<file path="src/rtl/gt_init_pkg.sv">
// Shared types and defaults for the GT lane initialisation sequencer.
package gt_init_pkg;

  typedef enum logic [2:0] {
    S_PLL_RST   = 3'd0,
    S_WAIT_LOCK = 3'd1,
    S_GT_RST    = 3'd2,
    S_WAIT_DONE = 3'd3,
    S_WAIT_LINK = 3'd4,
    S_READY     = 3'd5,
    S_FAIL      = 3'd6
  } state_t;

  localparam int unsigned DEF_RST_HOLD     = 16;
  localparam int unsigned DEF_LOCK_TIMEOUT = 4096;
  localparam int unsigned DEF_DONE_TIMEOUT = 8192;
  localparam int unsigned DEF_LINK_STABLE  = 1024;
  localparam int unsigned DEF_RETRY_MAX    = 7;
  localparam int unsigned DEF_CNT_W        = 16;

  typedef struct packed {
    logic pll_reset;
    logic gt_reset;
    logic ready;
    logic fail;
  } ctrl_t;

  // Output levels that hold for the whole time the FSM sits in state s.
  function automatic ctrl_t state_ctrl(state_t s);
    ctrl_t c;
    c = '{pll_reset: 1'b0, gt_reset: 1'b0, ready: 1'b0, fail: 1'b0};
    case (s)
      S_PLL_RST: begin
        c.pll_reset = 1'b1;
        c.gt_reset  = 1'b1;
      end
      S_WAIT_LOCK, S_GT_RST: c.gt_reset = 1'b1;
      S_WAIT_DONE, S_WAIT_LINK: ;
      S_READY: c.ready = 1'b1;
      S_FAIL: begin
        c.pll_reset = 1'b1;
        c.gt_reset  = 1'b1;
        c.fail      = 1'b1;
      end
      default: begin
        c.pll_reset = 1'b1;
        c.gt_reset  = 1'b1;
      end
    endcase
    return c;
  endfunction

endpackage

</file>
<file path="src/rtl/gt_init_timer.sv">
// Clearable saturating cycle counter with a terminal-count compare, shared by all states.
module gt_init_timer #(
  parameter int unsigned C_CNT_W = 16
) (
  input  logic               CLK,
  input  logic               RST_N,
  input  logic               clr,
  input  logic               inc,
  input  logic [C_CNT_W-1:0] tc_val,
  output logic               tc_hit
);

  logic [C_CNT_W-1:0] cnt;
  logic               sat;

  assign sat = &cnt;

  // Clear wins over increment; holding at all-ones keeps a stuck state from wrapping.
  always_ff @(posedge CLK or negedge RST_N) begin
    if (!RST_N) begin
      cnt <= '0;
    end else if (clr) begin
      cnt <= '0;
    end else if (inc && !sat) begin
      cnt <= cnt + 1'b1;
    end
  end

  assign tc_hit = (cnt == tc_val);

endmodule

</file>
<file path="src/rtl/gt_init_seq.sv">
// Reset/initialisation sequencer for one 10G GT lane: PLL reset, GT reset, link qualification,
// with timeout retries, restart and link/lock loss recovery.
module gt_init_seq
  import gt_init_pkg::*;
#(
  parameter int unsigned C_RST_HOLD     = DEF_RST_HOLD,
  parameter int unsigned C_LOCK_TIMEOUT = DEF_LOCK_TIMEOUT,
  parameter int unsigned C_DONE_TIMEOUT = DEF_DONE_TIMEOUT,
  parameter int unsigned C_LINK_STABLE  = DEF_LINK_STABLE,
  parameter int unsigned C_RETRY_MAX    = DEF_RETRY_MAX,
  parameter int unsigned C_CNT_W        = DEF_CNT_W
) (
  input  logic       CLK,
  input  logic       RST_N,
  input  logic       restart_i,
  input  logic       pll_lock_i,
  input  logic       tx_resetdone_i,
  input  logic       rx_resetdone_i,
  input  logic       link_up_i,
  output logic       pll_reset_o,
  output logic       gt_txreset_o,
  output logic       gt_rxreset_o,
  output logic       ready_o,
  output logic       fail_o,
  output logic [2:0] retry_cnt_o,
  output logic [2:0] state_o
);

  localparam logic [C_CNT_W-1:0] TC_RST_HOLD = C_CNT_W'(C_RST_HOLD - 1);
  localparam logic [C_CNT_W-1:0] TC_LOCK     = C_CNT_W'(C_LOCK_TIMEOUT - 1);
  localparam logic [C_CNT_W-1:0] TC_DONE     = C_CNT_W'(C_DONE_TIMEOUT - 1);
  localparam logic [C_CNT_W-1:0] TC_LINK     = C_CNT_W'(C_LINK_STABLE - 1);
  localparam logic [2:0]         RETRY_MAX   = 3'(C_RETRY_MAX);

  state_t             state_q;
  state_t             state_d;
  logic [2:0]         retry_q;
  logic [2:0]         retry_d;
  logic [C_CNT_W-1:0] tc_val;
  logic               tc_hit;
  logic               cnt_clr;
  logic               cnt_inc;
  logic               link_clr;
  logic               retry_req;
  ctrl_t              ctrl_d;

  // Terminal count depends only on the current state, so one counter serves all phases.
  always_comb begin
    tc_val = '1;
    case (state_q)
      S_PLL_RST, S_GT_RST: tc_val = TC_RST_HOLD;
      S_WAIT_LOCK:         tc_val = TC_LOCK;
      S_WAIT_DONE:         tc_val = TC_DONE;
      S_WAIT_LINK:         tc_val = TC_LINK;
      default:             tc_val = '1;
    endcase
  end

  always_comb begin
    state_d   = state_q;
    retry_d   = retry_q;
    link_clr  = 1'b0;
    retry_req = 1'b0;
    case (state_q)
      S_PLL_RST: begin
        if (tc_hit) state_d = S_WAIT_LOCK;
      end
      S_WAIT_LOCK: begin
        if (pll_lock_i)  state_d   = S_GT_RST;
        else if (tc_hit) retry_req = 1'b1;
      end
      S_GT_RST: begin
        if (!pll_lock_i) state_d = S_PLL_RST;
        else if (tc_hit) state_d = S_WAIT_DONE;
      end
      S_WAIT_DONE: begin
        if (!pll_lock_i)                          state_d   = S_PLL_RST;
        else if (tx_resetdone_i && rx_resetdone_i) state_d   = S_WAIT_LINK;
        else if (tc_hit)                          retry_req = 1'b1;
      end
      S_WAIT_LINK: begin
        // The counter here measures consecutive link-up cycles, so any drop restarts it.
        if (!pll_lock_i)     state_d  = S_PLL_RST;
        else if (!link_up_i) link_clr = 1'b1;
        else if (tc_hit)     state_d  = S_READY;
      end
      S_READY: begin
        if (!pll_lock_i)     state_d = S_PLL_RST;
        else if (!link_up_i) state_d = S_WAIT_LINK;
      end
      S_FAIL: ;
      default: state_d = S_PLL_RST;
    endcase

    if (retry_req) begin
      if (retry_q < RETRY_MAX) begin
        retry_d = retry_q + 1'b1;
        state_d = S_PLL_RST;
      end else begin
        state_d = S_FAIL;
      end
    end

    if (state_d == S_READY && state_q != S_READY) retry_d = '0;

    if (restart_i) begin
      state_d = S_PLL_RST;
      retry_d = '0;
    end
  end

  assign cnt_clr = restart_i || (state_d != state_q) || link_clr;
  assign cnt_inc = (state_q != S_READY) && (state_q != S_FAIL);
  assign ctrl_d  = state_ctrl(state_d);

  gt_init_timer #(
    .C_CNT_W (C_CNT_W)
  ) u_timer (
    .CLK    (CLK),
    .RST_N  (RST_N),
    .clr    (cnt_clr),
    .inc    (cnt_inc),
    .tc_val (tc_val),
    .tc_hit (tc_hit)
  );

  // Outputs are registered from the next state so they always agree with state_o.
  always_ff @(posedge CLK or negedge RST_N) begin
    if (!RST_N) begin
      state_q      <= S_PLL_RST;
      retry_q      <= '0;
      pll_reset_o  <= 1'b1;
      gt_txreset_o <= 1'b1;
      gt_rxreset_o <= 1'b1;
      ready_o      <= 1'b0;
      fail_o       <= 1'b0;
    end else begin
      state_q      <= state_d;
      retry_q      <= retry_d;
      pll_reset_o  <= ctrl_d.pll_reset;
      gt_txreset_o <= ctrl_d.gt_reset;
      gt_rxreset_o <= ctrl_d.gt_reset;
      ready_o      <= ctrl_d.ready;
      fail_o       <= ctrl_d.fail;
    end
  end

  assign retry_cnt_o = retry_q;
  assign state_o     = state_q;

endmodule

</file>
<file path="config.mk">
export PLATFORM = sky130hd
export DESIGN_NAME = gt_init_seq
export DESIGN_NICKNAME = d
export VERILOG_FILES = /design/src/rtl/gt_init_pkg.sv /design/src/rtl/gt_init_timer.sv /design/src/rtl/gt_init_seq.sv
export SDC_FILE = /design/constraint.sdc
export NUM_CORES = 1
export LEC_CHECK = 0
export ABC_AREA = 1
export CAP_MARGIN = 20
export CORE_MARGIN = 2
export CORE_UTILIZATION = 59
export CTS_BUF_LIST = sky130_fd_sc_hd__clkbuf_4 sky130_fd_sc_hd__clkbuf_8
export DETAILED_ROUTE_END_ITERATION = 10
export PLACE_DENSITY = 0.82
export SETUP_SLACK_MARGIN = 0.05
export SLEW_MARGIN = 15
export SYNTH_ARGS = -nofsm -noshare
export SYNTH_HDL_FRONTEND = slang
export SYNTH_SLANG_ARGS = --single-unit
</file>
<file path="constraint.sdc">
create_clock -name CLK -period 2.1 [get_ports CLK]
set_input_delay 0.63 -clock CLK [delete_from_list [all_inputs] [get_ports CLK]]
set_output_delay 0.63 -clock CLK [all_outputs]
set_load 0.02 [all_outputs]
</file>
* Word level (Yosys, flattened, before mapping)
Cells that the tools add are included.
** Cells by class
- Shift operators :: 0
- Bitwise logic cells :: 0
- Reduce and logical (&&, ||, !) cells :: 16
- Muxes and demuxes :: 34
- Magnitude comparators :: 1
- Multiply operators :: 0
- Div/mod/pow operators :: 0
- Eq/ne operators :: 17
- $add $sub $neg :: 2
** Operators by type and width (number)
- one-hot mux 16 bit (4 select lines) :: 1
- two-way mux 3 bit :: 18
- two-way mux 16 bit :: 2
- == test 3 bit (second input constant) :: 7
- one-hot mux 3 bit (7 select lines) :: 1
- adder 16 x 1 -> 16 bit (second input constant) :: 1
- == test 16 bit :: 1
- AND reduction 16 bit :: 1
- == test 3 x 2 -> 1 bit (second input constant) :: 4
- two-way mux 1 bit :: 11
- == test 3 x 1 -> 1 bit (second input constant) :: 2
- != test 3 bit (second input constant) :: 2
- nonzero test 3 bit :: 2
- OR reduction 5 bit :: 1
- logical AND 1 bit :: 4
- adder 3 x 1 -> 3 bit (second input constant) :: 1
- logical NOT 3 bit :: 1
- less-than comparator 3 bit (second input constant) :: 1
- != test 3 bit :: 1
- OR reduction 3 bit :: 1
- logical OR 1 bit :: 2
- one-hot mux 1 bit (2 select lines) :: 1
- AND reduction 2 bit :: 1
- nonzero test 2 bit :: 1
- other kinds (2) :: 2
** Storage, ports and cells
- Output and inout port bits :: 11
- Latch bits :: 0
- Bits in registers :: 26
- Bits of input ports :: 7
- Logic and storage cells :: 77
- Bits in read-only memories :: 0
- RAM bits :: 0
- Memories kept :: 0

* Depth between registers and ports, before layout
Gate-level depths: netlist (run 1).
- Word-level depth :: 14
- Gate-level depth with buffers :: 17

* Modules after synthesis
From an unflattened synthesis (run 1), not the netlist that was laid out.
** Second synthesis, totals
- Cell total of the unflattened synthesis :: 284
- Area, all modules :: 1954.4 um^2
** Modules (own cells, without submodules)
- gt_init_timer :: cells each 183, area an instance 1236.2 um^2, times used 1
- gt_init_seq :: cells each 101, area an instance 718.2 um^2, times used 1

* Worst setup path after synthesis (run 1)
No wires, ideal clock.
- Kind :: register to register
- From :: register state_q[0] (netlist: state_o[0])
- To :: register u_timer.cnt[14]
- Path buffers :: 2
- Arrival time :: 1970 ps
- Data required time :: 1976 ps
- Slack :: 6 ps
- Clock period less this slack :: 2094 ps
- Setup time :: 124 ps
- Cell stages (with the launch flop) :: 17
- Cell sequence :: dfrtp_1 -> buf_4 -> inv_2 -> nand2_1 -> nand2_4 -> nor2_1 -> nor2_1 -> nand2_2 -> nor2_4 -> nand3_1 -> nand2_1 -> nand3_2 -> nand2_1 -> nand2_1 -> nand3_4 -> buf_8 -> nor2_4
** Between the ends
- Longest elaborated chain between the ends :: 14
** Ends and longest elaborated chain
- start, declared :: line gt_init_seq.sv:35 : state_t state_q;
- start signal, assigned :: line gt_init_seq.sv:138 : state_q <= state_d;
- == test 3 x 2 -> 1 bit / logical NOT 3 bit (equally long branches) :: line gt_init_seq.sv:50, gt_init_seq.sv:64
- OR reduction 2 bit :: line gt_init_seq.sv:50 : case (state_q)
- one-hot mux 16 bit (4 select lines) :: line gt_init_seq.sv:50
- == test 16 bit :: line gt_init_timer.sv:29 : assign tc_hit = (cnt == tc_val);
- two-way mux 3 bit / two-way mux 1 bit (equally long branches) :: line gt_init_seq.sv:85, gt_init_seq.sv:70, gt_init_seq.sv:79
- two-way mux 3 bit / two-way mux 1 bit (equally long branches) :: line gt_init_seq.sv:84, gt_init_seq.sv:78
- two-way mux 3 bit / two-way mux 1 bit (equally long branches) :: line gt_init_seq.sv:83, gt_init_seq.sv:77
- one-hot mux 3 bit (7 select lines) / one-hot mux 1 bit (2 select lines) (equally long branches) :: line gt_init_seq.sv:64 : case (state_q)
- two-way mux 3 bit :: line gt_init_seq.sv:95 : if (retry_req) begin
- two-way mux 3 bit :: line gt_init_seq.sv:106 : if (restart_i) begin
- != test 3 bit :: line gt_init_seq.sv:112 : assign cnt_clr = restart_i || (state_d != state_q) || link_clr;
- logical OR 1 bit (2 in series) :: line gt_init_seq.sv:112
- two-way mux 16 bit / nonzero test 2 bit (equally long branches)
- end signal, assigned :: line gt_init_timer.sv:25 : cnt <= cnt + 1'b1;
- end, declared :: line gt_init_timer.sv:13 : logic [C_CNT_W-1:0] cnt;
Parallel ways exist; a longest one is shown, timed or not.
A chain may end at the register's enable or synchronous reset.

* Worst setup path after layout (run 1)
- From :: register state_q[2] (netlist: state_o[2])
- To :: register u_timer.cnt[0]
Same word-level chain as after synthesis.

==> results.json, run 1 <==
{
  "rsz0062_at_grt": "true",
  "start_kind": "flop",
  "synth_nets": 271,
  "finalHoldViolations": 0,
  "critPathKind": "flop to flop",
  "finClkSkew_ps": 5.94,
  "path_cells": "clkinv_4, buf_4, buf_4, nor4_1, nor2_1, nand2_1, nand3_2, nand2_1, nand2_1, nand3_4, buf_16, nor2_4",
  "cap_violations": 0,
  "drv_slew": 0,
  "required_ps": 2320,
  "syn_area_per_cell_um2": 7.39,
  "cp_common_cell": "nand2_1",
  "setup_ws_ps": -74.4,
  "overflow": 0,
  "fmax_ghz": 0.460,
  "clk_latency_ps": 320,
  "final_nets": 325,
  "antenna_found_initial": 0,
  "layout_min_cycle_time_ps": 2170,
  "cp_slowest_stage_delay_ps": 470,
  "p_per_area_nw_per_um2": 341,
  "violations": "negative setup slack",
  "cts_tree": "done",
  "synth_xor_area_share_pct": 5.88,
  "cts.reportedPaths.clkPinSlew_ps": 150,
  "clockBufferDepth": 2,
  "grt_first_pass_wirelength_um": 7720,
  "synth_area_um2": 1940,
  "clock-root-buffer": "clkbuf_4",
  "drive_above_1_share_pct": 30.8,
  "setup_viol": 16,
  "grt_pass1_vias": 1766,
  "dpl_cell_area_um2": 2320,
  "num_antenna_cells": 0,
  "synth.distinct_cells": 32,
  "synth_compound_area_share_pct": 5.88,
  "cp_max_fo": 8,
  "outcome": "finished, violations left",
  "ys_seq_elements": 26,
  "ir_drop_mv": 0.407,
  "synthCells": 262,
  "drt_iter0_drc": 167,
  "endpoint_kind": "flop",
  "initial_core_util_pct": 62.9,
  "dieArea_um2": 3750,
  "pin_count": 18,
  "cts_sinks": 26,
  "grt_usage_pct": 27.3,
  "cp_data_arrival_time_ps": 2400,
  "fillers": 194,
  "synthMuxAreaShare_pct": 0,
  "via_per_inst": 5.56,
  "place_inst": 341,
  "hp-class": "flop to flop",
  "drtAntennaViolNets": 0,
  "stdcell_count": 359,
  "gp_congestion": 0.940,
  "p_leak_nw": 1.30,
  "worst_pin_slew_ps": 393,
  "wirelength_um": 5150,
  "firstDrtPassIters": 5,
  "postLayoutCellArea_um2": 2570,
  "regArea_um2": 657,
  "via_count": 1997,
  "synthSimpleGateAreaFrac_pct": 43.4,
  "synth.yosys.seq_area_share_pct": 33.7,
  "die_w_um": 61.3,
  "die_h_um": 61.3,
  "cts_hold_buf": 0,
  "post_drt_wl_per_cell_um": 14.4,
  "synth_top_family_by_area": "simple AND/OR/NAND/NOR gates",
  "post-route-period-util_pct": 104,
  "yosysWarningCount": 0,
  "area_delta_synth_final_pct": 32.6,
  "dpl.hpwl_um": 3260,
  "whs_ps": 547,
  "maxSlewHeadroom_pct": 73.5,
  "port_buffers": 17,
  "core_um2": 3080,
  "slowest_stage": "dfrtp_2",
  "num_rows": 20,
  "synth-adder-area-share_pct": 1.29,
  "drc": 0,
  "grt_max_degree": 27,
  "htreeDepth": 1,
  "multi_input_area_um2": 1160,
  "numCtsBuffers": 3
}
## stage by stage
stage	setup TNS (ps)	setup slack, ps	power (mW)	utilization (%)
after floorplan	0	73.4	0.564	-
after global placement	-7530	-382	0.609	75.3
after detailed placement	-9030	-460	0.610	75.3
after CTS	-175	-31.0	0.879	78.4
after global routing	-2780	-185	0.908	83.4
final	-935	-74.4	0.876	83.4
## worst paths after layout
path	start	to	slack, ps	cells past startpoint
max in group asynchronous	RST_N	pll_reset_o$_DFF_PN1_	1160	2
min reg2reg	retry_cnt_o[0]$_DFFE_PN0P_	retry_cnt_o[0]$_DFFE_PN0P_	550	1
max	state_o[2]$_DFF_PN0_	u_timer.cnt[0]$_DFFE_PN0P_	-70	12
min in group asynchronous	RST_N	u_timer.cnt[6]$_DFFE_PN0P_	640	2
min	retry_cnt_o[0]$_DFFE_PN0P_	retry_cnt_o[0]$_DFFE_PN0P_	550	1
max reg2reg	state_o[2]$_DFF_PN0_	u_timer.cnt[0]$_DFFE_PN0P_	-70	12
## flip-flops by register name, indices dropped and copies added, names as in the netlist
signal,count
fail_o,1
u_timer.cnt,16
state_o,3
pll_reset_o,1
gt_rxreset_o,1
retry_cnt_o,3
ready_o,1
## what timing repair did
item | in CTS | in global routing
pin swaps | 5 | 6
buffers inserted | 2 | 12
gates resized for setup | 20 | 21
setup endpoints to repair | 24 | 24
gates cloned | 1 | 0
## critical path, delay by kind of cell, from the launching register on
family                 cells  cell delay (ps)
DFF                        1              470
buffers and inverters      4              570
and+or+nand+nor            8             1020
## report_power, final
| part | switching (mW) | total, mW | internal, mW | leakage (nW) |
|---|---|---|---|---|
| Combinational | 0.0553 | 0.107 | 0.0515 | 0.933 |
| Sequential | 0.00445 | 0.510 | 0.506 | 0.349 |
| Clock | 0.153 | 0.259 | 0.106 | 0.0210 |
| Total | 0.213 | 0.876 | 0.663 | 1.30 |
## cells by family (layout without fill, tap and decap cells)
| kind of cell | Yosys count | count (layout) |
|---|---|---|
| flip-flops | 26 | 26 |
| AO/OA/AOI/OAI | 19 | 19 |
| XOR/XNOR | 13 | 13 |
| adder cells (fa/ha/maj) | 2 | 2 |
| AND/OR/NAND/NOR | 157 | 157 |
| buffers and inverters | 45 | 98 |
## per-layer routing
| layer | part of all wire, % | routed length [um] | global-route usage [%] |
|---|---|---|---|
| met1 | 40 | 2050 | 36.1 |
| met2 | 50 | 2600 | 45.6 |
| met5 | 0 | 0 | 0 |
| met4 | 3.4 | 177 | 11.5 |
| met3 | 6.4 | 330 | 2.52 |
## final cells by class
class	count	area share, %
Multi-Input combinational cell	191	45.2
Sequential cell	26	25.6
Timing Repair Buffer	52	19.2
Inverter	42	6.43
Tap cell	44	2.14
Clock buffer	4	1.41
## cell usage after synthesis, drive strengths merged
library cell / number / area, um2
a21oi: 2 / 10.0
a31o: 1 / 8.76
a32oi: 1 / 8.76
and2: 1 / 6.26
buf: 3 / 30.0
clkinv: 1 / 3.75
dfrtp: 24 / 601
dfstp: 2 / 52.6
ha: 2 / 25.0
inv: 41 / 156
nand2: 78 / 318
nand3: 21 / 138
nand4: 12 / 90.1
nor2: 37 / 246
nor3: 7 / 35.0
nor4: 1 / 6.26
o21ai: 12 / 63.8
o31ai: 3 / 22.5
xnor2: 3 / 26.3
xor2: 10 / 87.6
## layout by cell type (no fill, tap or decap), types with 5 or more instances in the layout
master           instances
nand2_1                 67
inv_1                   34
buf_4                   30
dfrtp_1                 21
nor2_4                  15
nand3_1                 15
nor2_1                  14
nand4_1                 11
xor2_1                  10
nand2_2                  9
o21ai_0                  9
nor2_2                   8
dlygate4sd2_1            7
nor3_1                   6
clkdlybuf4s50_1          6
inv_2                    5
Note: power is estimated with default switching activity, not from simulation.
==> run 2: changes to the inputs <==
Settings changed: RECOVER_POWER set to 25.
==> results.json, run 2 (synthesis gave the netlist of run 1 again) <==
{
  "initial_core_util_pct": 62.9,
  "final_cell_mix": "nand2_1 (67), inv_1 (34), buf_4 (29)",
  "outcome": "finished, violations left",
  "p_per_area_nw_per_um2": 342,
  "required_ps": 2370,
  "post_drt_wl_per_cell_um": 14.5,
  "clk_latency_ps": 320,
  "dieArea_um2": 3750,
  "port_buffers": 17,
  "drive_above_1_share_pct": 30.8,
  "whs_ps": 547,
  "r2r-end": "u_timer.cnt[11]$_DFFE_PN0P_",
  "area_delta_synth_final_pct": 32.5,
  "finalHoldViolations": 0,
  "die_w_um": 61.3,
  "post-route-period-util_pct": 104,
  "antenna_found_initial": 0,
  "critPathKind": "flop to flop",
  "clock-root-buffer": "clkbuf_4",
  "gp_congestion": 0.940,
  "mostFrequentLayoutCell": "nand2_1",
  "dpl.hpwl_um": 3260,
  "r2r_cells": 14,
  "postLayoutCellArea_um2": 2560,
  "final_nets": 325,
  "tns_ps": -1120,
  "fmax_ghz": 0.457,
  "core_um2": 3080,
  "largest_reg_flops": 16,
  "drv_slew": 0,
  "cp_max_fo": 8,
  "maxSlewHeadroom_pct": 57.1,
  "drtAntennaViolNets": 0,
  "hp-class": "flop to flop",
  "rsz0062_at_grt": "true",
  "regMostFlops": "u_timer.cnt",
  "grt_first_pass_wirelength_um": 7720,
  "firstDrtPassIters": 4,
  "reg2reg_from": "state_o[0]$_DFF_PN0_",
  "dpl_cell_area_um2": 2320,
  "regArea_um2": 657,
  "cts.reportedPaths.clkPinSlew_ps": 150,
  "grt_usage_pct": 27.3,
  "htreeDepth": 1,
  "cap_violations": 0,
  "violations": "negative setup slack",
  "numCtsBuffers": 3,
  "drc": 0,
  "p_leak_nw": 1.30,
  "via_count": 1978,
  "finClkSkew_ps": 6.24,
  "wirelength_um": 5210,
  "num_rows": 20,
  "grt_pass1_vias": 1766,
  "setup_ws_ps": -87.2,
  "drt_iter0_drc": 188,
  "pin_count": 18,
  "worst_pin_slew_ps": 644,
  "startpoint": "state_o[0]$_DFF_PN0_",
  "die_h_um": 61.3,
  "cp_data_arrival_time_ps": 2460,
  "via_per_inst": 5.51,
  "overflow": 0,
  "start_kind": "flop",
  "num_antenna_cells": 0,
  "layout_min_cycle_time_ps": 2190,
  "r2r_slack_ps": -90,
  "grt_max_degree": 27,
  "multi_input_area_um2": 1160,
  "setup_viol": 16,
  "cp-endpoint": "u_timer.cnt[11]$_DFFE_PN0P_",
  "cts_tree": "done",
  "cts_sinks": 26,
  "ir_drop_mv": 0.410,
  "fillers": 195,
  "cts_hold_buf": 0,
  "min_path_cells": 1,
  "endpoint_kind": "flop",
  "clockBufferDepth": 2
}
run 2: changes by cell type in the layout (fill, tap and decap cells not counted), sizes merged:
| cell | change |
|---|---|
| clkbuf | +1 |
| buf | -1 |
| clkdlybuf4s50 | -1 |
| dlygate4sd3 | +1 |
run 2: critical path: stages, from the launching register on:
cell and delay, ps:
dfrtp_2 520, nor2_2 240, nor2_1 130, nand2_1 70, nand2_1 50, nor2_1 80, nand4_1 190, nand2_2 170
nand3_4 90, nand2_2 70, inv_2 40, nor2_4 100, nand3_4 130, buf_16 180, nor2_4 80
run 2: routing by layer:
metal	vias up	GRT usage, %	wire, um
met5	-	0	0
met4	0	11.5	137
met3	16	2.52	236
met2	80	45.6	2640
met1	939	36.1	2190
li1	943	-	-
run 2: cell type report:
| class | count | area share, % |
|---|---|---|
| multi-input combinational | 191 | 45.3 |
| sequential | 26 | 25.6 |
| timing repair buffer | 52 | 19.1 |
| inverter | 42 | 6.44 |
| tap | 44 | 2.15 |
| clock buffer | 4 | 1.41 |
run 2: metrics by stage:
stage	power (mW)	std cells	worst slack, ps	util (%)
final	0.877	359	-87.2	83.3
after global routing	0.907	359	-185	83.3
after CTS	0.879	348	-31.0	78.4
after detailed placement	0.610	341	-460	75.3
after global placement	0.609	341	-382	75.3
after floorplan	0.564	262	73.4	-
run 2: power by group:
part           leakage [nW]  internal [mW]  switching (mW)
combinational         0.933         0.0505          0.0559
clock                0.0210          0.106           0.155
sequential            0.349          0.506         0.00446
total                  1.30          0.662           0.215
run 2: timing repair:
item	4_1_cts	5_1_grt
pin swaps	5	6
resized for setup	20	21
hold endpoints to repair	0	0
setup buffers	2	12
gates cloned	1	0
setup endpoints to repair	24	24
run 2: how the worst min path moves through the flow:
stage                                            end  slack [ps]                        from
after floorplan                     fail_o$_DFF_PN0_         330                       RST_N
after global routing      retry_cnt_o[0]$_DFFE_PN0P_         580  retry_cnt_o[0]$_DFFE_PN0P_
after detailed placement  retry_cnt_o[0]$_DFFE_PN0P_         530  retry_cnt_o[0]$_DFFE_PN0P_
after CTS                 retry_cnt_o[0]$_DFFE_PN0P_         550  retry_cnt_o[0]$_DFFE_PN0P_
final                     retry_cnt_o[0]$_DFFE_PN0P_         550  retry_cnt_o[0]$_DFFE_PN0P_
after global placement    retry_cnt_o[0]$_DFFE_PN0P_         540  retry_cnt_o[0]$_DFFE_PN0P_
==> run 3: changes to the inputs <==
Settings changed: CORE_UTILIZATION 59 to 60, PLACE_DENSITY 0.82 to 0.83.
Clock period 2.1 ns to 2.8 ns, I/O delays scaled along.
==> results.json, run 3 (synthesis gave the netlist of run 1 again) <==
{
  "initial_core_util_pct": 63.4,
  "via_per_inst": 5.18,
  "r2r-end": "u_timer.cnt[9]$_DFFE_PN0P_",
  "crit_family": "buffers and inverters",
  "worst-path-buf-inv": 1,
  "regMostFlops": "u_timer.cnt",
  "cp-endpoint": "state_o[0]",
  "cts.reportedPaths.clkPinSlew_ps": 130,
  "layout_min_cycle_time_ps": 2480,
  "cp_slowest_stage_delay_ps": 690,
  "cts_sinks": 26,
  "startpoint": "state_o[0]$_DFF_PN0_",
  "port_buffers": 17,
  "hold_start": "retry_cnt_o[0]$_DFFE_PN0P_",
  "tns_ps": 0,
  "area_delta_synth_final_pct": 14.4,
  "r2r_cells": 15,
  "die_w_um": 60.8,
  "critPathKind": "flop to output pin",
  "numCtsBuffers": 3,
  "whs_ps": 553,
  "worst-path-stages": 1,
  "grt_usage_pct": 24.3,
  "dieArea_um2": 3700,
  "pin_count": 18,
  "r2r_slack_ps": 600,
  "antenna_found_initial": 0,
  "required_ps": 1960,
  "postCtsSetupBuffers": 0,
  "grt_pass1_vias": 1616,
  "finalHoldViolations": 0,
  "die_h_um": 60.8,
  "fillers": 267,
  "path_cells": "clkdlybuf4s50_1",
  "drive_above_1_share_pct": 15.7,
  "num_rows": 20,
  "cp_data_arrival_time_ps": 1640,
  "drt_iter0_drc": 96,
  "hp-class": "flop to flop",
  "p_per_area_nw_per_um2": 279,
  "via_count": 1711,
  "firstDrtPassIters": 4,
  "drv_slew": 0,
  "ir_drop_mv": 0.230,
  "gp_congestion": 0.885,
  "post_drt_wl_per_cell_um": 11.9,
  "cts_tree": "done",
  "rsz0062_at_grt": "false",
  "largest_reg_flops": 16,
  "fmax_ghz": 0.403,
  "start_kind": "flop",
  "clock-root-buffer": "clkbuf_4",
  "wirelength_um": 3930,
  "post-route-period-util_pct": 88.6,
  "finClkSkew_ps": 8.63,
  "slowest_stage": "clkdlybuf4s50_1",
  "worst_pin_slew_ps": 1350,
  "num_antenna_cells": 0,
  "final_nets": 296,
  "drc": 0,
  "grt_first_pass_wirelength_um": 6820,
  "grt_max_degree": 27,
  "cts_hold_buf": 0,
  "overflow": 0,
  "maxSlewHeadroom_pct": 9.82,
  "clk_latency_ps": 330,
  "cp_max_fo": 10,
  "setup_viol": 0,
  "clockBufferDepth": 2,
  "htreeDepth": 1,
  "final_cell_mix": "nand2_1 (72), inv_1 (36), dfrtp_1 (24)",
  "cap_violations": 0,
  "reg2reg_from": "state_o[0]$_DFF_PN0_",
  "cts_resized": 0,
  "p_leak_nw": 1.06,
  "dpl.hpwl_um": 3050,
  "outcome": "complete, no violations",
  "core_um2": 3050,
  "endpoint_kind": "output pin",
  "drtAntennaViolNets": 0,
  "mostFrequentLayoutCell": "nand2_1"
}
## run 3: area by class of cell
type                       instances  area, um2  area share (%)
clock buffer                       4       30.0            1.36
multi-input combinational        191       1090            49.3
tap                               44       55.1            2.49
timing repair buffer              23        224            10.1
sequential                        26        653            29.5
inverter                          42        160            7.23
## run 3: worst min path at each step
stage / end / slack [ps] / cells after the start
final: retry_cnt_o[0]$_DFFE_PN0P_ / 550 / 1
after floorplan: fail_o$_DFF_PN0_ / 540 / 0
after CTS: retry_cnt_o[0]$_DFFE_PN0P_ / 550 / 1
after global placement: retry_cnt_o[0]$_DFFE_PN0P_ / 530 / 1
after detailed placement: retry_cnt_o[0]$_DFFE_PN0P_ / 530 / 1
after global routing: retry_cnt_o[0]$_DFFE_PN0P_ / 570 / 1
## run 3: power by group
part | switching [mW] | internal, mW | total [mW]
combinational | 0.0348 | 0.0226 | 0.0573
sequential | 0.00306 | 0.379 | 0.382
clock | 0.112 | 0.0655 | 0.178
## run 3: layer usage
metal / vias up / wire [um] / GRT usage, %
met5: - / 0 / 0
met4: 0 / 40 / 8.07
met3: 4 / 119 / 1.92
met2: 36 / 1810 / 38.2
met1: 791 / 1960 / 35.3
li1: 880 / - / -
## run 3: through the flow
stage | util (%) | cells | power [mW] | setup WS, ps | instance area (um2)
4_1_cts | 72.7 | 330 | 0.625 | 312 | 2220
3_5_place_dp | 71.7 | 326 | 0.448 | 60.1 | 2190
2_1_floorplan | - | 262 | 0.422 | 631 | 1940
5_1_grt | 72.5 | 330 | 0.644 | 174 | 2210
6_report | 72.5 | 330 | 0.618 | 320 | 2210
3_3_place_gp | 71.7 | 326 | 0.447 | 134 | 2190
==> patch 1 (flow settings as in run 2) <==
Put one more register stage on the output `retry_cnt_o`, with the module's reset. The value now appears one clock later. The other outputs are not delayed to match.
--- a/src/rtl/gt_init_seq.sv
+++ b/src/rtl/gt_init_seq.sv
@@ -145,7 +145,13 @@
     end
   end
 
-  assign retry_cnt_o = retry_q;
+  always_ff @(posedge CLK or negedge RST_N) begin
+    if (!RST_N) begin
+      retry_cnt_o <= '0;
+    end else begin
+      retry_cnt_o <= retry_q;
+    end
+  end
   assign state_o     = state_q;
 
 endmodule
Check against the original RTL: no difference found for any inputs over 10 cycles, from zero or initial values and one cycle with RST_N low; that may be too few to reach the edited logic, so the function may still have changed.
==> patch 1 against run 2 <==
The run still ends with negative setup slack left. Routed wire length is 14% lower. Design area decreased by 2.8%. Sequential cell count rose by 3. Combinational power shrank 8%. Setup slack gained 72 ps. Sequential share of layout area up 3.8 points. Clock skew up 0.52 ps. Global-route usage down 1.7 points. Largest power group unchanged. Cell count is 5.6% lower. Power is 17% higher. Synthesized area is 3.7% lower. Clock power is 38% higher.
==> patch 1: results (changes against run 2) <==
Reg power frac -> 0.553 (was 0.582)
min setup slack post-route -> -14.8 ps (was -87.2 ps)
status -> finished with violations (unchanged)
clk_skew -> 6.76 ps (was 6.24 ps)
All-Layer GR Usage -> 0.256 (was 0.273)
DR vias/cell -> 5.28 (was 5.51)
layout cell share with drive strength beyond 1 -> 0.325 (was 0.308)
post-synth cell types -> 29 (was 32)
H-tree depth -> 2 (was 1)
vias in the first global route -> 1529 (was 1766)
Clock transition at path regs -> 80 ps (was 150 ps)
Pint -> 0.777 mW (was 0.662 mW)
fillers -> 180 (was 195)
CTS buffer count -> 5 (was 3)
Cell Area, Placed -> 2230 um^2 (was 2320 um^2)
mean post-synth cell area -> 7.70 um^2 (was 7.39 um^2)
Least-Margin Pin Slew -> 710 ps (was 644 ps)
Final nets -> 303 (was 325)
combinational share of power -> 0.095 (was 0.121)
failing checks -> negative setup slack (unchanged)
final-report setup violation count -> 5 (was 16)
pre-CTS setup slack -> -339 ps (was -460 ps)
Placer Congestion -> 0.871 (was 0.940)
post-DP HPWL -> 2870 um (was 3260 um)
Max VDD drop -> 366 uV (was 410 uV)
synth top area cells -> dfrtp_1 (36%), nand2_1 (13%), nor2_4 (7.3%), inv_1 (6.0%), nand3_1 (5.6%) (was dfrtp_1 (31%), nand2_1 (14%), nor2_4 (8.1%), inv_1 (7.0%), xor2_1 (4.5%))
CP peak stage delay -> 490 ps (was 520 ps)
Wirelength per Cell -> 13.2 um (was 14.5 um)
WL final -> 4480 um (was 5210 um)
clk_lat worst skew -> 340 ps (was 320 ps)
[patch 1: worst paths after layout]
path	from	to	cells after the start	slack, ps
worst max register to register	state_o[2]$_DFF_PN0_	u_timer.cnt[11]$_DFFE_PN0P_	14	-10
worst min-delay path	retry_q[1]$_DFFE_PN0P_	retry_cnt_o[1]$_DFF_PN0_	0	440
min in group asynchronous	RST_N	u_timer.cnt[0]$_DFFE_PN0P_	2	860
worst min register to register	retry_q[1]$_DFFE_PN0P_	retry_cnt_o[1]$_DFF_PN0_	0	440
worst max-delay path	state_o[2]$_DFF_PN0_	u_timer.cnt[11]$_DFFE_PN0P_	14	-10
max in group asynchronous	RST_N	state_o[1]$_DFF_PN0_	2	740
[patch 1: per-layer routing]
layer | GRT usage | vias to the layer above | share of wire
met2 | 0.402 | 61 | 0.49
met1 | 0.333 | 841 | 0.43
li1 | - | 871 | -
met5 | 0 | - | 0
met3 | 0.0714 | 16 | 0.050
met4 | 0.0984 | 0 | 0.031
[patch 1: timing repair]
item / CTS / global route
pin swaps: 1 / 5
resized for setup: 13 / 33
setup buffers: 2 / 8
gates cloned: 0 / 1
endpoints found under the setup margin: 22 / 21
[patch 1: final cells by class]
| type | count | area (um^2) | share of cell area |
|---|---|---|---|
| inverters | 32 | 123 | 0.0492 |
| repair buffers | 48 | 443 | 0.178 |
| well taps | 44 | 55.1 | 0.0221 |
| flip-flops and latches | 29 | 732 | 0.294 |
| multi-input cells | 178 | 1080 | 0.433 |
| clock buffers | 8 | 60.1 | 0.0241 |
[patch 1: cell families after synthesis]
logic type,Yosys count,synth area share
flip-flops,29,0.391
AO/OA/AOI/OAI,17,0.0504
adder cells (fa/ha/maj),2,0.0134
XOR/XNOR,11,0.0517
buffers and inverters,35,0.0833
AND/OR/NAND/NOR,148,0.410
==> patch 2 (config.mk and constraints of run 2) <==
Made on the original files. Change the package constant `DEF_CNT_W` from 16 to 20.
--- a/src/rtl/gt_init_pkg.sv
+++ b/src/rtl/gt_init_pkg.sv
@@ -16,7 +16,7 @@
   localparam int unsigned DEF_DONE_TIMEOUT = 8192;
   localparam int unsigned DEF_LINK_STABLE  = 1024;
   localparam int unsigned DEF_RETRY_MAX    = 7;
-  localparam int unsigned DEF_CNT_W        = 16;
+  localparam int unsigned DEF_CNT_W        = 20;
 
   typedef struct packed {
     logic pll_reset;
Check against the original RTL: no difference found for any inputs over 10 cycles, from zero or initial values and one cycle with RST_N low; that may be too few to reach the edited logic, so the function may still have changed.
==> patch 2 against run 2 <==
The run still ends with negative setup slack left. Synthesized area grew 8.3%. Routed wire length increased by 3.6%. Power up 33%. Sequential cell count grew 4. Design area increased by 8.4%. Setup slack worse by 99 ps. Largest cell class unchanged. Critical endpoint is now u_timer.cnt[13]$_DFFE_PN0P_. Synthesized cell count up 4.6%. First-iteration DRC count grew 3.7%.
==> patch 2: results (changes against run 2) <==
Slew HR -> 0.519 (was 0.571)
synth top area cells -> dfrtp_1 (33%), nand2_1 (9.3%), nor2_2 (6.9%), inv_1 (6.1%), xor2_1 (5.4%) (was dfrtp_1 (31%), nand2_1 (14%), nor2_4 (8.1%), inv_1 (7.0%), xor2_1 (4.5%))
pre-CTS setup slack -> -516 ps (was -460 ps)
drt first pass iters -> 8 (was 4)
Lkg Pwr -> 1.23 nW (was 1.30 nW)
CP Data Arrival Time -> 2560 ps (was 2460 ps)
status -> finished with violations (unchanged)
failing checks -> negative setup slack (unchanged)
R2R Path End -> u_timer.cnt[13]$_DFFE_PN0P_ (was u_timer.cnt[11]$_DFFE_PN0P_)
Clock transition at path regs -> 100 ps (was 150 ps)
vias -> 2018 (was 1978)
Worst Hold Class -> flop to flop (unchanged)
All-Layer GR Usage -> 0.260 (was 0.273)
Final nets -> 325 (unchanged)
Largest register FFs -> 20 (was 16)
Placer Congestion -> 0.874 (was 0.940)
post-synth cell types -> 33 (was 32)
Mapped Nets -> 283 (was 271)
Max VDD drop -> 401 uV (was 410 uV)
ANT cells -> 0 (unchanged)
CTS buffer count -> 5 (was 3)
vias in the first global route -> 1803 (was 1766)
post-synthesis mux area share -> 0.00478 (was 0)
compound-gate portion of the synthesized area -> 0.0507 (was 0.0588)
Hold Path Depth -> 1 (unchanged)
# port buffers -> 17 (unchanged)
H-tree depth -> 2 (was 1)
crit-path max FO -> 8 (unchanged)
CTS Hold Bufs -> 0 (unchanged)
Wirelength per Cell -> 14.9 um (was 14.5 um)
initial antenna violation count -> 0 (unchanged)
Most flops, register -> u_timer.cnt (unchanged)
largest net degree at the start of global routing -> 31 (was 27)
adder-cell area share of the yosys netlist -> 0.0119 (was 0.0129)
Root Buffer Master -> clkbuf_4 (unchanged)
clk_lat worst skew -> 340 ps (was 320 ps)
layout cell share with drive strength beyond 1 -> 0.315 (was 0.308)
worst r2r src -> state_o[0]$_DFF_PN0_ (unchanged)
post-DP HPWL -> 3300 um (was 3260 um)
min setup slack post-route -> -186 ps (was -87.2 ps)
final-report setup violation count -> 20 (was 16)
asr flop ratio synth -> 1.00 (unchanged)
Seq/Total Area, Yosys -> 0.359 (was 0.337)
WHS Endpoint -> retry_cnt_o[0]$_DFFE_PN0P_ (unchanged)
Post-Synth XOR/XNOR Area -> 0.0710 (was 0.0588)
CTS Buffer Depth -> 2 (unchanged)
Hold Crit Start -> retry_cnt_o[0]$_DFFE_PN0P_ (unchanged)
most frequent cells after synthesis -> nand2_1 (52), inv_1 (34), dfrtp_1 (28) (was nand2_1 (72), inv_1 (36), dfrtp_1 (24))
final setup TNS -> -3350 ps (was -1120 ps)
Starting DRT DRC Count -> 195 (was 188)
Synth Warn # -> 0 (unchanged)
worst r2r path cells -> 17 (was 14)
clk_skew -> 9.51 ps (was 6.24 ps)
fillers -> 207 (was 195)
first-pass GRT wire length -> 8220 um (was 7720 um)
-- patch 2: layout make-up --
type                       instances  area share
sequential                        30       0.272
timing repair buffer              41       0.153
inverter                          38      0.0531
clock buffer                       7      0.0189
tap                               46      0.0207
multi-input combinational        200       0.471
clock inverter                     1      0.0108
-- patch 2: how the worst max path moves through the flow --
stage | startpoint | slack, ps | cells after the start | end
6_report | state_o[0]$_DFF_PN0_ | -190 | 17 | u_timer.cnt[13]$_DFFE_PN0P_
5_1_grt | state_o[1]$_DFF_PN0_ | -260 | 17 | u_timer.cnt[13]$_DFFE_PN0P_
4_1_cts | state_o[2]$_DFF_PN0_ | -8 | 17 | u_timer.cnt[18]$_DFFE_PN0P_
2_1_floorplan | state_o[2]$_DFF_PN0_ | 70 | 16 | u_timer.cnt[7]$_DFFE_PN0P_
3_5_place_dp | pll_lock_i | -520 | 9 | u_timer.cnt[5]$_DFFE_PN0P_
3_3_place_gp | pll_lock_i | -450 | 9 | u_timer.cnt[13]$_DFFE_PN0P_
-- patch 2: cells by family (layout without fill, tap and decap cells) --
kind of cell / count (synthesis) / in the layout
xor gates and xnor gates: 17 / 17
muxes: 1 / 1
and+or+nand+nor: 161 / 161
DFF: 30 / 30
AOI/OAI and AO/OA: 19 / 19
adders and majority gates: 2 / 2
buffers and inverters: 44 / 87
-- patch 2: per-layer routing --
| layer | track usage | share of wire | vias up |
|---|---|---|---|
| met5 | 0 | 0 | - |
| met4 | 0.0815 | 0.023 | 0 |
| met3 | 0.0482 | 0.064 | 18 |
| met2 | 0.441 | 0.52 | 85 |
| met1 | 0.336 | 0.40 | 962 |
| li1 | - | - | 953 |
-- patch 2: where the power goes --
part / internal (mW) / switching (mW)
Sequential: 0.582 / 0.00463
Clock: 0.278 / 0.204
Combinational: 0.0458 / 0.0559
-- patch 2: stage by stage --
stage               hold WS (ps)  instances  power [mW]   util  area, um^2
detailed placement           570        346       0.663  0.711        2390
floorplan                    334        274       0.630      -        2100
global route                 599        363        1.21  0.827        2780
global placement             524        346       0.661  0.711        2390
CTS                          584        357        1.15  0.759        2550
finish                       565        363        1.17  0.827        2780
-- patch 2: timing repair --
item	CTS	global route
pin swaps	0	10
setup buffers	2	5
resized for setup	19	37
setup endpoints to repair	30	25
cloned	1	2
-- patch 2: worst max-delay path, cell delays in order, from the launching register on --
cell,delay [ps]
dfrtp_2,500
inv_2,100
nand2_4,90
nand2_4,70
nand2_4,60
nand2_2,60
inv_1,70
nand2_1,50
nor2_1,130
nand4_1,140
nand2_1,120
nand3_1,110
nand2_1,130
nand2_2,80
nor2_4,120
nand2_4,110
clkbuf_16,200
nor2_2,70
